==> src/rtl/worm_pkg.sv <==
// worm_pkg: shared types for the worm trail monitor.
//   COORD_W  - coordinate width, matches the worm position stage outputs
//   coord_t  - packed {x,y} head coordinate
//   state_t  - monitor FSM states
package worm_pkg;

    localparam int unsigned COORD_W = 6;

    typedef struct packed {
        logic [COORD_W-1:0] x;
        logic [COORD_W-1:0] y;
    } coord_t;

    typedef enum logic [1:0] {
        EMPTY = 2'd0,
        TRACK = 2'd1,
        HIT   = 2'd2
    } state_t;

endpackage

==> src/rtl/worm_trail_cam.sv <==
// worm_trail_cam: DEPTH-entry shift-register history of head positions with
// per-entry valid bits and a parallel equality match against din.
// Ports:
//   clk, rst_n  clock / async active-low reset
//   clr         synchronous clear of all entries
//   push        shift din in as the newest entry (oldest drops when full)
//   din         coordinate to push and to compare against the history
//   match       combinational per-entry hit vector (valid entries only)
//   len         number of valid entries, 0..DEPTH
module worm_trail_cam
    import worm_pkg::*;
#(
    parameter int unsigned DEPTH = 8
) (
    input  logic                         clk,
    input  logic                         rst_n,
    input  logic                         clr,
    input  logic                         push,
    input  coord_t                       din,
    output logic [DEPTH-1:0]             match,
    output logic [$clog2(DEPTH+1)-1:0]   len
);

    localparam int unsigned LEN_W = $clog2(DEPTH + 1);

    coord_t             r_entry [DEPTH];
    logic [DEPTH-1:0]   r_valid;
    logic [LEN_W-1:0]   r_len;

    // History shift register; entry 0 is the newest
    always_ff @(posedge clk or negedge rst_n) begin
        if (!rst_n) begin
            for (int i = 0; i < int'(DEPTH); i++) r_entry[i] <= '0;
            r_valid <= '0;
            r_len   <= '0;
        end else if (clr) begin
            for (int i = 0; i < int'(DEPTH); i++) r_entry[i] <= '0;
            r_valid <= '0;
            r_len   <= '0;
        end else if (push) begin
            r_entry[0] <= din;
            for (int i = 1; i < int'(DEPTH); i++) r_entry[i] <= r_entry[i-1];
            r_valid <= {r_valid[DEPTH-2:0], 1'b1};
            if (r_len != LEN_W'(DEPTH)) r_len <= r_len + LEN_W'(1);
        end
    end

    // Match covers every valid entry, including the one about to be evicted
    always_comb begin
        match = '0;
        for (int i = 0; i < int'(DEPTH); i++) begin
            match[i] = r_valid[i] && (r_entry[i] == din);
        end
    end

    assign len = r_len;

endmodule

==> src/rtl/worm_trail_monitor.sv <==
// worm_trail_monitor: samples worm head positions, keeps the recent trail,
// counts moves and flags self-collision (and optionally out-of-bounds).
// Optional feature: define WORM_BOUNDS_CHECK_EN to enable the GRID_MAX bound
// check; otherwise oob is tied to 0 and no bound compare is built.
// Ports:
//   clk, rst_n          clock / async active-low reset
//   pos_valid           pos_x/pos_y carry a new head sample
//   pos_x, pos_y        head coordinate
//   clr                 synchronous clear, wins over pos_valid
//   collision, oob      sticky event flags
//   hit_x, hit_y        coordinate that caused the event, 0 otherwise
//   move_count          accepted moves, saturating
//   trail_len           valid history entries
//   busy                1 while tracking
module worm_trail_monitor
    import worm_pkg::*;
#(
    parameter int unsigned DEPTH    = 8,
    parameter int unsigned CNT_W    = 8
`ifdef WORM_BOUNDS_CHECK_EN
   ,parameter int unsigned GRID_MAX = 39
`endif
) (
    input  logic                         clk,
    input  logic                         rst_n,
    input  logic                         pos_valid,
    input  logic [COORD_W-1:0]           pos_x,
    input  logic [COORD_W-1:0]           pos_y,
    input  logic                         clr,
    output logic                         collision,
    output logic                         oob,
    output logic [COORD_W-1:0]           hit_x,
    output logic [COORD_W-1:0]           hit_y,
    output logic [CNT_W-1:0]             move_count,
    output logic [$clog2(DEPTH+1)-1:0]   trail_len,
    output logic                         busy
);

    state_t             r_state,      w_state_nxt;
    coord_t             r_head,       w_head_nxt;
    coord_t             r_hit,        w_hit_nxt;
    logic               r_collision,  w_collision_nxt;
    logic               r_oob,        w_oob_nxt;
    logic [CNT_W-1:0]   r_move_count, w_move_count_nxt;
    logic               r_busy,       w_busy_nxt;

    coord_t             w_sample;
    logic               w_push;
    logic               w_out_of_bounds;
    logic [DEPTH-1:0]   w_match;

    assign w_sample = {pos_x, pos_y};

`ifdef WORM_BOUNDS_CHECK_EN
    assign w_out_of_bounds = (pos_x > COORD_W'(GRID_MAX)) || (pos_y > COORD_W'(GRID_MAX));
`else
    assign w_out_of_bounds = 1'b0;
`endif

    worm_trail_cam #(
        .DEPTH (DEPTH)
    ) u_cam (
        .clk   (clk),
        .rst_n (rst_n),
        .clr   (clr),
        .push  (w_push),
        .din   (w_sample),
        .match (w_match),
        .len   (trail_len)
    );

    // State and output registers
    always_ff @(posedge clk or negedge rst_n) begin
        if (!rst_n) begin
            r_state      <= EMPTY;
            r_head       <= '0;
            r_hit        <= '0;
            r_collision  <= 1'b0;
            r_oob        <= 1'b0;
            r_move_count <= '0;
            r_busy       <= 1'b0;
        end else begin
            r_state      <= w_state_nxt;
            r_head       <= w_head_nxt;
            r_hit        <= w_hit_nxt;
            r_collision  <= w_collision_nxt;
            r_oob        <= w_oob_nxt;
            r_move_count <= w_move_count_nxt;
            r_busy       <= w_busy_nxt;
        end
    end

    // Next-state and next-output logic
    always_comb begin
        w_state_nxt      = r_state;
        w_head_nxt       = r_head;
        w_hit_nxt        = r_hit;
        w_collision_nxt  = r_collision;
        w_oob_nxt        = r_oob;
        w_move_count_nxt = r_move_count;
        w_push           = 1'b0;

        if (clr) begin
            w_state_nxt      = EMPTY;
            w_head_nxt       = '0;
            w_hit_nxt        = '0;
            w_collision_nxt  = 1'b0;
            w_oob_nxt        = 1'b0;
            w_move_count_nxt = '0;
        end else if (pos_valid) begin
            unique case (r_state)
                EMPTY: begin
                    if (w_out_of_bounds) begin
                        w_oob_nxt   = 1'b1;
                        w_hit_nxt   = w_sample;
                        w_state_nxt = HIT;
                    end else begin
                        w_push      = 1'b1;
                        w_head_nxt  = w_sample;
                        w_state_nxt = TRACK;
                    end
                end
                TRACK: begin
                    // A stationary head is neither a move nor a collision
                    if (w_sample != r_head) begin
                        if (w_out_of_bounds) begin
                            w_oob_nxt   = 1'b1;
                            w_hit_nxt   = w_sample;
                            w_state_nxt = HIT;
                        end else if (|w_match) begin
                            w_collision_nxt = 1'b1;
                            w_hit_nxt       = w_sample;
                            w_state_nxt     = HIT;
                        end else begin
                            w_push     = 1'b1;
                            w_head_nxt = w_sample;
                            if (r_move_count != {CNT_W{1'b1}}) begin
                                w_move_count_nxt = r_move_count + CNT_W'(1);
                            end
                        end
                    end
                end
                default: begin
                end
            endcase
        end

        w_busy_nxt = (w_state_nxt == TRACK);
    end

    assign collision  = r_collision;
    assign oob        = r_oob;
    assign hit_x      = r_hit.x;
    assign hit_y      = r_hit.y;
    assign move_count = r_move_count;
    assign busy       = r_busy;

endmodule
==> config.mk <==
export PLATFORM = sky130hd
export DESIGN_NAME = worm_trail_monitor
export DESIGN_NICKNAME = d
export VERILOG_FILES = /design/src/rtl/worm_pkg.sv /design/src/rtl/worm_trail_cam.sv /design/src/rtl/worm_trail_monitor.sv
export SDC_FILE = /design/constraint.sdc
export NUM_CORES = 1
export LEC_CHECK = 0
export ABC_AREA = 1
export CAP_MARGIN = 30
export CORE_ASPECT_RATIO = 0.5
export CORE_UTILIZATION = 30
export CTS_CLUSTER_DIAMETER = 80
export CTS_CLUSTER_SIZE = 14
export DETAILED_ROUTE_END_ITERATION = 16
export PLACE_DENSITY_LB_ADDON = 0.25
export SETUP_SLACK_MARGIN = 0.02
export SLEW_MARGIN = 30
export SYNTH_ARGS = -nofsm -noshare
export SYNTH_HDL_FRONTEND = slang
export SYNTH_HIERARCHICAL = 1
export SYNTH_SLANG_ARGS = --single-unit
==> constraint.sdc <==
create_clock -name clk -period 2.3 [get_ports clk]
set_clock_uncertainty 0.2 [all_clocks]
set_input_delay 0.69 -clock clk [delete_from_list [all_inputs] [get_ports clk]]
set_output_delay 0.69 -clock clk [all_outputs]
set_load 0.005 [all_outputs]
==> impl_metrics.yaml, run 1 <==
finish:
  stdcell_count: 1571
  multi_input_area_um2: 3930
  insertedDiodeCount: 0
  layout.nets: 1233
  area.sequential_um2: 3600
  nFillCells: 2442
  post_route_cells_drive_above_1_share_pct: 37.2
  area_growth_pct: 50.3
place:
  io_buffers: 41
  dp.cells: 1475
  dp_hpwl_um: 17200
  routabilityCongestion: 0.933
detailed_routing:
  dr.pass1.iters: 6
  vias: 7493
  wirelength_um: 27500
  vias_per_cell: 4.77
  drt-initial-drc-count: 668
  antenna_left: 0
  routedWlPerCell_um: 17.5
  drc_errors: 0
worst_setup_path:
  cp_max_fo: 9
  endpoint_kind: "register"
  crit_path_start_kind: "primary input"
  crit_chain: "buf_12 > buf_12 > buf_6 > xnor2_2 > nand2_1 > nor2_2 > nand2_1 > nor2_1 > nor2_2 > nand2_2 > nor3_4 > nand2_1 > a21oi_2 > buf_4 > inv_4 > nor2_4 > buf_12 > inv_8 > clkbuf_16 > o22ai_1"
  cp_slowest_cell: "nor3_4"
  path_class: "in2reg"
  worstPathRequired_ns: 2.46
  r2r-start: "u_cam/r_entry[51]"
  critPathTopFamily: "buffers and inverters"
  slowest_delay_ns: 0.18
  r2r_slack_ns: -0.34
  crit_arrival_ns: 2.90
  critPathBufInv: 8
  rr_endpoint: "u_cam/r_entry[65]"
  r2r_cells: 18
sta:
  period_share_pct: 120
  hold_viol: 0
  holdWs_ns: 0.296
  tns_ns: -47.36
  rsz0062_at_grt: "yes"
  finalSetupViolCount: 143
  drv_slew: 0
  fin_crit_ns: 2.75
  fin_ws_ns: -0.450
  fmax_mhz: 364
flow_run:
  drv_cap: 0
pwr:
  p_sw_share_pct: 27.6
  power.density_nw_per_um2: 524
  p_comb_share_pct: 16.1
  switchingPower_uw: 1740
  p_int_uw: 4560
  clkPwrFrac_pct: 42.6
  irDropWorstVdd_v: 0.000522
  seqPwrFrac_pct: 41.3
  p_leak_uw: 0.00560
  total_power_uw: 6300
yosys:
  ys_top_cells_by_area: "dfrtp_1, nand2_1, o22ai_2"
  ys_ff_latch: 144
  ys_types: 28
  synth.avg_cell_area_um2: 8.14
  synth_top_area_cell: "dfrtp_1"
  ys_seq_area_share_pct: 45.1
  syn-cell-area_um2: 8000
  synth_top_area_share_pct: 45.1
  synth_nets: 1001
  yosys_warnings: 6
  syn_inst: 982
worst_hold_path:
  hp-class: "reg2reg"
  min_delay_worst_endpoint: "r_head[10]"
  holdPathStages: 2
  hp-start: "r_head[10]"
global_routing:
  grt_antenna_before_repair: 0
  grt_usage_pct: 20.4
  grt_overflow: 0
  grt_max_degree: 44
  grt_pass1_vias: 7507
  grt_pass1_wl_um: 42400
clocking:
  clockBufferDepth: 2
  htree_levels: 4
  cts_root_buf: "clkbuf_16"
  cts_buffers: 17
  worstSkewPairLatency_ns: 0.44
  cts_tree: "done"
  clkTransAtPathRegs_ns: 0.06
  numClockSinks: 144
die:
  core_area_um2: 25700
  die_w_um: 233
  die_area_um2: 27400
  placementRows: 41
  die_y_um: 117
  start_util_pct: 31.1
  io_pins: 43
run_status:
  violations: "negative setup slack"
  outcome: "finished, violations left"
-- through the flow --
| step | area, um^2 | setup WS [ns] | utilization (%) |
|---|---|---|---|
| floorplan | 8140 | -0.325 | - |
| global placement | 9870 | -1.25 | 38.4 |
| detailed placement | 9870 | -1.27 | 38.4 |
| CTS | 11700 | -0.349 | 45.5 |
| global route | 12000 | -0.549 | 46.8 |
| finish | 12000 | -0.450 | 46.8 |
-- worst min-delay path, stage by stage, from the launching register on --
cell     delay, ns
dfrtp_1       0.36
nand2_1       0.06
nand2_1       0.05
-- cells in the mapped netlist --
cell type and count:
ha_1 3, xnor2_1 9, o21ai_1 11, nand2_2 3
inv_4 1, o22ai_2 70, nor3_1 3, nand4_1 8
xor2_1 21, nor2_4 2, a21oi_1 11, o21ai_0 44
o22ai_1 28, conb_1 1, buf_6 7, nor2_1 93
inv_2 14, inv_1 154, nand3_1 52, buf_2 25
nand3_2 2, buf_4 2, clkbuf_1 4, nor2_2 3
buf_8 7, nand2_1 259, dfrtp_1 144, or2_2 1
-- layout make-up --
cell class	count	area share [%]
clock buffers	19	3.77
inverters	169	6.02
repair inverters	4	0.260
flip-flops and latches	144	30.0
multi-input cells	625	32.7
well taps	344	3.58
repair buffers	253	22.7
clock inverters	13	0.937
-- repair_timing --
| action | CTS | global route |
|---|---|---|
| gates resized for setup | 211 | 53 |
| pin swaps | 62 | 15 |
| hold endpoints to repair | 35 | 0 |
| gates cloned | 22 | 5 |
| setup buffers | 36 | 2 |
| hold buffers | 1 | 0 |
| endpoints found under the setup margin | 155 | 147 |
-- routing by layer --
layer,vias to the layer above,track usage (%),part of all wire (%)
met5,-,0,0
met4,0,5.19,1.3
met3,26,4.92,6.2
met2,220,32.2,46
met1,3658,28.0,46
li1,3589,-,-
-- power groups by stage --
stage | sequential, uW | combinational (uW) | clock (uW)
6_report | 2600 | 1020 | 2680
3_5_place_dp | 2650 | 726 | 0
4_1_cts | 2600 | 969 | 2730
5_1_grt | 2600 | 1090 | 2860
3_3_place_gp | 2650 | 721 | 0
2_1_floorplan | 2640 | 399 | 0
-- state kept, by name, indices dropped and copies added (netlist names) --
name	count
u_cam/r_entry	96
r_head	12
move_count	8
u_cam/r_valid	8
hit_x	6
hit_y	6
u_cam/len	4
r_state	2
busy	1
collision	1
-- placed cells by master (no fill, tap or decap), types with 5 or more instances in the layout --
cell / instances
a21oi_1: 7
buf_6: 32
nor2_4: 6
clkinvlp_4: 7
nand2_4: 6
inv_6: 5
nand4_1: 8
xor2_1: 17
buf_12: 15
o21ai_0: 16
nor2_2: 13
o22ai_2: 89
buf_16: 14
nand2_2: 17
nand3_2: 17
nor2_1: 79
o21ai_1: 25
o21ai_2: 13
inv_4: 5
nand2_1: 240
dfrtp_1: 143
inv_2: 7
clkbuf_16: 22
buf_4: 148
o22ai_1: 8
nand3_1: 37
clkdlybuf4s50_1: 26
xnor2_1: 6
inv_1: 150
-- logic make-up (layout without fill, tap and decap cells) --
family          Yosys count  count (layout)  synth area share [%]
fa+ha+maj                 3               3                 0.469
other cells               1               1                0.0469
simple gates            426             427                  21.7
buf+inv                 214             458                  12.2
compound gates          164             164                  17.3
xor+xnor                 30              30                  3.29
flops                   144             144                  45.1
-- worst max-delay path by stage --
stage | slack [ns] | end | start | depth (start not counted)
final | -0.45 | u_cam/r_entry[65] | pos_x[4] | 20
after global routing | -0.55 | u_cam/r_entry[65] | pos_y[5] | 21
after CTS | -0.35 | u_cam/len[3] | pos_x[4] | 21
after detailed placement | -1.27 | u_cam/r_entry[59] | pos_x[1] | 17
after global placement | -1.25 | u_cam/r_entry[64] | pos_y[1] | 19
after floorplan | -0.32 | u_cam/r_entry[12] | pos_y[4] | 20
No activity file was read; power rests on OpenSTA's default activity.
==> inputs of run 2 (changes only) <==
--- a/config.mk
+++ b/config.mk
@@ -8,7 +8,7 @@
 export ABC_AREA = 1
 export CAP_MARGIN = 30
 export CORE_ASPECT_RATIO = 0.5
-export CORE_UTILIZATION = 30
+export CORE_UTILIZATION = 55
 export CTS_CLUSTER_DIAMETER = 80
 export CTS_CLUSTER_SIZE = 14
 export DETAILED_ROUTE_END_ITERATION = 16
@@ -17,5 +17,4 @@
 export SLEW_MARGIN = 30
 export SYNTH_ARGS = -nofsm -noshare
 export SYNTH_HDL_FRONTEND = slang
-export SYNTH_HIERARCHICAL = 1
 export SYNTH_SLANG_ARGS = --single-unit
==> run 2 against run 1 <==
Net effect: the flow still finishes with violations (negative setup slack); sequential share of layout area rose by 3.9 points; die area down 45%; global-route usage increased by 12 points; sequential power rose by 6%; via count is 9.4% higher; routed wire length shrank 9.8%; count of clock-buffer cells in the layout stayed put; first-iteration DRC count increased by 42%; combinational power grew 14%.
==> impl_metrics.yaml, run 2 <==
worst_setup_path:
  critPathTopFamily: "simple AND/OR/NAND/NOR gates"
  r2r-start: "u_cam.r_entry[86]"
  path_class: "in2reg"
  crit_arrival_ns: 2.60
  rr_endpoint: "u_cam.r_entry[91]"
  path_depth: 15
  critPathBufInv: 5
  worstSetupStartpoint: "pos_y[4]"
  worstPathRequired_ns: 2.41
  worstSetupEndpoint: "u_cam.r_entry[91]"
  r2r_slack_ns: -0.13
  crit_path_start_kind: "primary input"
  cp_max_fo: 10
  slowest_delay_ns: 0.25
  crit_chain: "buf_4 > clkinvlp_4 > nand2_1 > nand4_1 > nor2_2 > nand3_1 > nand2_1 > inv_1 > nand3_2 > nand2_2 > nand2_4 > nand2_8 > buf_4 > buf_16 > o21ai_0"
  r2r_cells: 14
  cp_slowest_cell: "o21ai_0"
  endpoint_kind: "register"
detailed_routing:
  vias: 8198
  wirelength_um: 24800
  routedWlPerCell_um: 16.9
  drt-initial-drc-count: 949
  dr.pass1.iters: 6
  drc_errors: 0
  vias_per_cell: 5.58
  antenna_left: 0
finish:
  final_common_cell: "nand2_1"
  fin_area_um2: 10600
  post_route_cells_drive_above_1_share_pct: 22.8
  reg_top3: "u_cam.r_entry x96, r_head x12"
  area_growth_pct: 32.5
  layout.nets: 1283
  regMostFlops: "u_cam.r_entry"
  largest_reg_flops: 96
  final_cell_mix: "nand2_1, dfrtp_1, inv_1"
global_routing:
  grt_overflow: 0
  grt_max_degree: 92
  grt_antenna_before_repair: 1
  grt_pass1_vias: 7496
  grt_pass1_wl_um: 37500
  grt_usage_pct: 32.3
sta:
  holdWs_ns: 0.277
  relSlewSlack_pct: 64.9
  rsz0062_at_grt: "yes"
  fin_ws_ns: -0.194
  finalSetupViolCount: 141
  hold_viol: 0
  period_share_pct: 108
  worst_pin_slew_ns: 0.526
  drv_slew: 0
  fmax_mhz: 401
  fin_crit_ns: 2.49
run_status:
  violations: "negative setup slack"
  outcome: "finished, violations left"
pwr:
  irDropWorstVdd_v: 0.000423
  p_leak_uw: 0.00551
  power.density_nw_per_um2: 643
yosys:
  syn_inst: 1135
  synth_top_area_share_pct: 44.9
  ys_types: 30
  synthTopCellsByCount: "nand2_1, dfrtp_1, inv_1"
  synth-main-ff-cell: "dfrtp_1"
  ys_top_cells_by_area: "dfrtp_1, nand2_1, nand3_1"
  synth_top_area_cell: "dfrtp_1"
  yosys_warnings: 0
  synth.avg_cell_area_um2: 7.08
  synth_most_common_cell: "nand2_1"
  synth_nets: 1154
  ys_ff_latch: 144
  syn-cell-area_um2: 8030
  synth-edff-count: 0
  ys_seq_area_share_pct: 44.9
  synthArstFlopShare_pct: 100
clocking:
  clockBufferDepth: 2
  cts_tree: "done"
  clkTransAtPathRegs_ns: 0.06
  worstSkewPairLatency_ns: 0.43
  htree_levels: 4
  numClockSinks: 144
  cts_buffers: 17
  cts_root_buf: "clkbuf_16"
die:
  start_util_pct: 57.8
  core_area_um2: 13900
  die_y_um: 87.5
  io_pins: 43
  die_w_um: 173
  die_area_um2: 15100
  placementRows: 30
worst_hold_path:
  hp-class: "reg2reg"
  holdPathStages: 2
place:
  routabilityCongestion: 0.872
  dpl_cell_area_um2: 9100
  io_buffers: 41
  dp_hpwl_um: 14300
flow_run:
  drv_cap: 0
## run 2: cell types whose count changed after synthesis, sizes merged, moves of 8 or more
cell / delta
clkbuf: +8
inv: -55
nand2: +263
nand3: +57
o21ai: -8
o22ai: -98
xor2: -13
## run 2: layout make-up
class | instances | area [um^2]
multi-input cells | 819 | 3910
flip-flops and latches | 144 | 3600
fillers | 916 | 3240
diodes | 1 | 2.50
repair inverters | 3 | 21.3
clock buffers | 19 | 453
repair buffers | 165 | 1780
clock inverters | 13 | 160
well taps | 192 | 240
inverters | 114 | 472
## run 2: logic make-up (layout without fill, tap and decap cells)
kind of cell / Yosys count / after routing / synth area share, %
buf+inv: 172 / 314 / 10.3
flops: 144 / 144 / 44.9
xor+xnor: 14 / 14 / 1.53
compound gates: 54 / 54 / 3.46
other cells: 1 / 2 / 0.0467
fa+ha+maj: 3 / 3 / 0.467
simple gates: 747 / 747 / 39.4
## run 2: per-layer routing
metal	track usage (%)	wire, um	vias to the layer above
met1	43.9	10700	3920
li1	-	-	3759
met4	12.9	693	0
met2	50.8	11000	444
met3	7.16	2410	75
met5	0	0	-
## run 2: report_power, final
group	switching [uW]	internal (uW)	total, uW	leakage, uW
Clock	1160	1770	2920	0.000300
Combinational	667	497	1160	0.00325
Sequential	113	2650	2760	0.00196
## run 2: per-stage QoR
step	util [%]	power [uW]	TNS, ns	instances	setup slack (ns)
after CTS	74.1	6700	-2.23	1451	-0.0880
after global routing	76.6	7050	-26.80	1469	-0.286
after detailed placement	65.5	3680	-130.12	1392	-0.993
after global placement	65.5	3660	-124.37	1392	-0.936
after floorplan	-	3290	-15.85	1135	-0.189
final	76.7	6850	-12.97	1470	-0.194
## run 2: timing repair
action / CTS / global route
hold buffers: 1 / 0
buffers inserted: 15 / 19
endpoints found under the setup margin: 147 / 150
pin swaps: 39 / 38
endpoints found under the hold margin: 29 / 0
resized for setup: 161 / 72
gates cloned: 11 / 2
## run 2: worst min path at each step
stage                     startpoint        to  slack (ns)
final                       hit_x[0]  hit_x[0]        0.28
after global routing        hit_x[2]  hit_x[2]        0.30
after CTS                   hit_x[0]  hit_x[0]        0.28
after detailed placement    hit_x[0]  hit_x[0]        0.26
after global placement      hit_x[0]  hit_x[0]        0.26
after floorplan                rst_n      busy        0.19
## run 2: worst min-delay path, stage by stage (launching register included)
cell and delay (ns):
dfrtp_1 0.34, nand2_1 0.05, nand2_1 0.05
==> inputs of run 3 (changes only) <==
--- a/config.mk
+++ b/config.mk
@@ -6,14 +6,13 @@
 export NUM_CORES = 1
 export LEC_CHECK = 0
 export ABC_AREA = 1
-export CAP_MARGIN = 30
 export CORE_ASPECT_RATIO = 0.5
 export CORE_UTILIZATION = 55
 export CTS_CLUSTER_DIAMETER = 80
 export CTS_CLUSTER_SIZE = 14
 export DETAILED_ROUTE_END_ITERATION = 16
 export PLACE_DENSITY_LB_ADDON = 0.25
-export SETUP_SLACK_MARGIN = 0.02
+export SETUP_SLACK_MARGIN = 0.2
 export SLEW_MARGIN = 30
 export SYNTH_ARGS = -nofsm -noshare
 export SYNTH_HDL_FRONTEND = slang
==> run 3 against run 2 <==
Net effect: the run still ends with negative setup slack left; critical path depth up 6; clock power grew 3%; utilization increased by 6.6 points; routed wire length grew 28%; non-clock buffer count up 16; cell count increased by 0.82%; setup slack got worse by 0.29 ns; largest power group unchanged; sequential cell count did not move; largest cell class unchanged; critical path type unchanged; combinational power rose by 22%; worst hold slack better by 0.0067 ns; first-iteration DRC count up 61%.
==> impl_metrics.yaml, run 3 (same netlist as run 2, synthesis figures left out) <==
global_routing:
  grt_max_degree: 55
  grt_usage_pct: 37.8
  grt_pass1_vias: 8561
  grt_overflow: 0
  grt_antenna_before_repair: 0
  grt_pass1_wl_um: 43800
worst_setup_path:
  cp_max_fo: 13
  cp_slowest_cell: "nor2_1"
  slowest_delay_ns: 0.23
  endpoint_kind: "register"
  crit_arrival_ns: 2.90
  crit_top_cell: "nand2_1"
  worstPathRequired_ns: 2.41
  crit_chain: "buf_6 > inv_8 > buf_4 > nand2_1 > nand2_1 > nor2_1 > nand2_1 > nor2_1 > nand2_1 > nand2_2 > nor2_4 > nand3_2 > nand2_2 > nand2_4 > nand2_4 > buf_12 > buf_12 > buf_4 > buf_4 > nand3_2 > nand2_2"
  path_class: "in2reg"
  critPathBufInv: 7
  critPathTopFamily: "simple AND/OR/NAND/NOR gates"
  crit_path_start_kind: "primary input"
detailed_routing:
  wirelength_um: 31800
  drt-initial-drc-count: 1531
  antenna_left: 0
  drc_errors: 0
  routedWlPerCell_um: 21.4
  dr.pass1.iters: 7
  vias: 9279
  vias_per_cell: 6.26
sta:
  fmax_mhz: 359
  rsz0062_at_grt: "yes"
  finalSetupViolCount: 144
  fin_crit_ns: 2.79
  holdWs_ns: 0.283
  period_share_pct: 121
  drv_slew: 0
  fin_ws_ns: -0.488
  hold_viol: 0
pwr:
  power.density_nw_per_um2: 622
  irDropWorstVdd_v: 0.000513
  p_leak_uw: 0.00584
  total_power_uw: 7200
finish:
  insertedDiodeCount: 0
  largest_reg_flops: 96
  final_common_cell: "nand2_1"
  regMostFlops: "u_cam.r_entry"
  final_cell_mix: "nand2_1, dfrtp_1, inv_1"
  layout.nets: 1298
  reg_top3: "u_cam.r_entry x96, r_head x12"
  fin_util_pct: 83.3
  post_route_cells_drive_above_1_share_pct: 30.4
  area_growth_pct: 44.0
  fin_area_um2: 11600
clocking:
  cts_root_buf: "clkbuf_16"
  numClockSinks: 144
  clkTransAtPathRegs_ns: 0.06
  clockBufferDepth: 2
  cts_tree: "done"
  worstSkewPairLatency_ns: 0.44
  cts_buffers: 17
  htree_levels: 4
flow_run:
  drv_cap: 0
place:
  dp_hpwl_um: 14700
  routabilityCongestion: 0.870
  pre_cts_ws_ns: -1.00
  io_buffers: 41
  dpl_cell_area_um2: 9130
die:
  io_pins: 43
  die_y_um: 87.5
  placementRows: 30
  start_util_pct: 57.8
  die_w_um: 173
  core_area_um2: 13900
  die_area_um2: 15100
run_status:
  outcome: "finished, violations left"
  violations: "negative setup slack"
worst_hold_path:
  hp-class: "reg2reg"
-- run 3: metal layers --
layer,vias to the layer above,wire length [um],GRT usage [%]
li1,3772,-,-
met1,4315,11300,46.9
met5,-,0,0
met2,916,13900,61.9
met3,276,4390,11.0
met4,0,2150,17.7
-- run 3: worst paths after layout --
| check | from | to | slack, ns | cells after the start |
|---|---|---|---|---|
| max | pos_x[1] | u_cam.r_entry[69] | -0.49 | 21 |
| min | u_cam.r_entry[0] | u_cam.r_entry[0] | 0.28 | 2 |
| max reg2reg | u_cam.r_entry[91] | u_cam.r_entry[69] | -0.43 | 19 |
| min reg2reg | u_cam.r_entry[0] | u_cam.r_entry[0] | 0.28 | 2 |
| max in group asynchronous | rst_n | u_cam.len[0] | 0.81 | 3 |
| min in group asynchronous | rst_n | move_count[0] | 0.47 | 2 |
-- run 3: final cells by class --
class | instances | area [um^2]
Clock buffer | 20 | 447
Clock inverter | 10 | 163
Fill cell | 653 | 2320
Inverter | 114 | 507
Multi-Input combinational cell | 819 | 4380
Sequential cell | 144 | 3610
Tap cell | 192 | 240
Timing Repair Buffer | 181 | 2200
Timing Repair inverter | 2 | 12.5
-- run 3: what timing repair did --
| action | 4_1_cts | 5_1_grt |
|---|---|---|
| gates cloned | 18 | 0 |
| setup endpoints to repair | 170 | 144 |
| buffers inserted | 36 | 3 |
| hold buffers | 1 | 0 |
| resized for setup | 314 | 97 |
| pin swaps | 87 | 46 |
| hold endpoints to repair | 20 | 0 |
-- run 3: stage by stage --
step	instances	TNS, ns
global route	1482	-71.25
floorplan	1135	-15.94
global placement	1394	-128.43
finish	1482	-53.45
detailed placement	1394	-134.55
CTS	1479	-9.50
-- run 3: where the power goes --
group	internal (uW)	switching, uW
sequential	2650	127
combinational	595	824
clock	1830	1170
total	5080	2120
-- run 3: worst register-to-register path, cell delays in order (launching register included) --
cell and delay [ns]:
dfrtp_1 0.42, inv_1 0.09, nand2_1 0.08, nand2_1 0.07, nor2_1 0.22, nand2_1 0.16
nor2_1 0.14, nand2_1 0.11, nand2_2 0.09, nor2_4 0.05, nand3_2 0.07, nand2_2 0.07
nand2_4 0.09, nand2_4 0.07, buf_12 0.14, buf_12 0.13, buf_4 0.14, buf_4 0.14
nand3_2 0.06, nand2_2 0.08
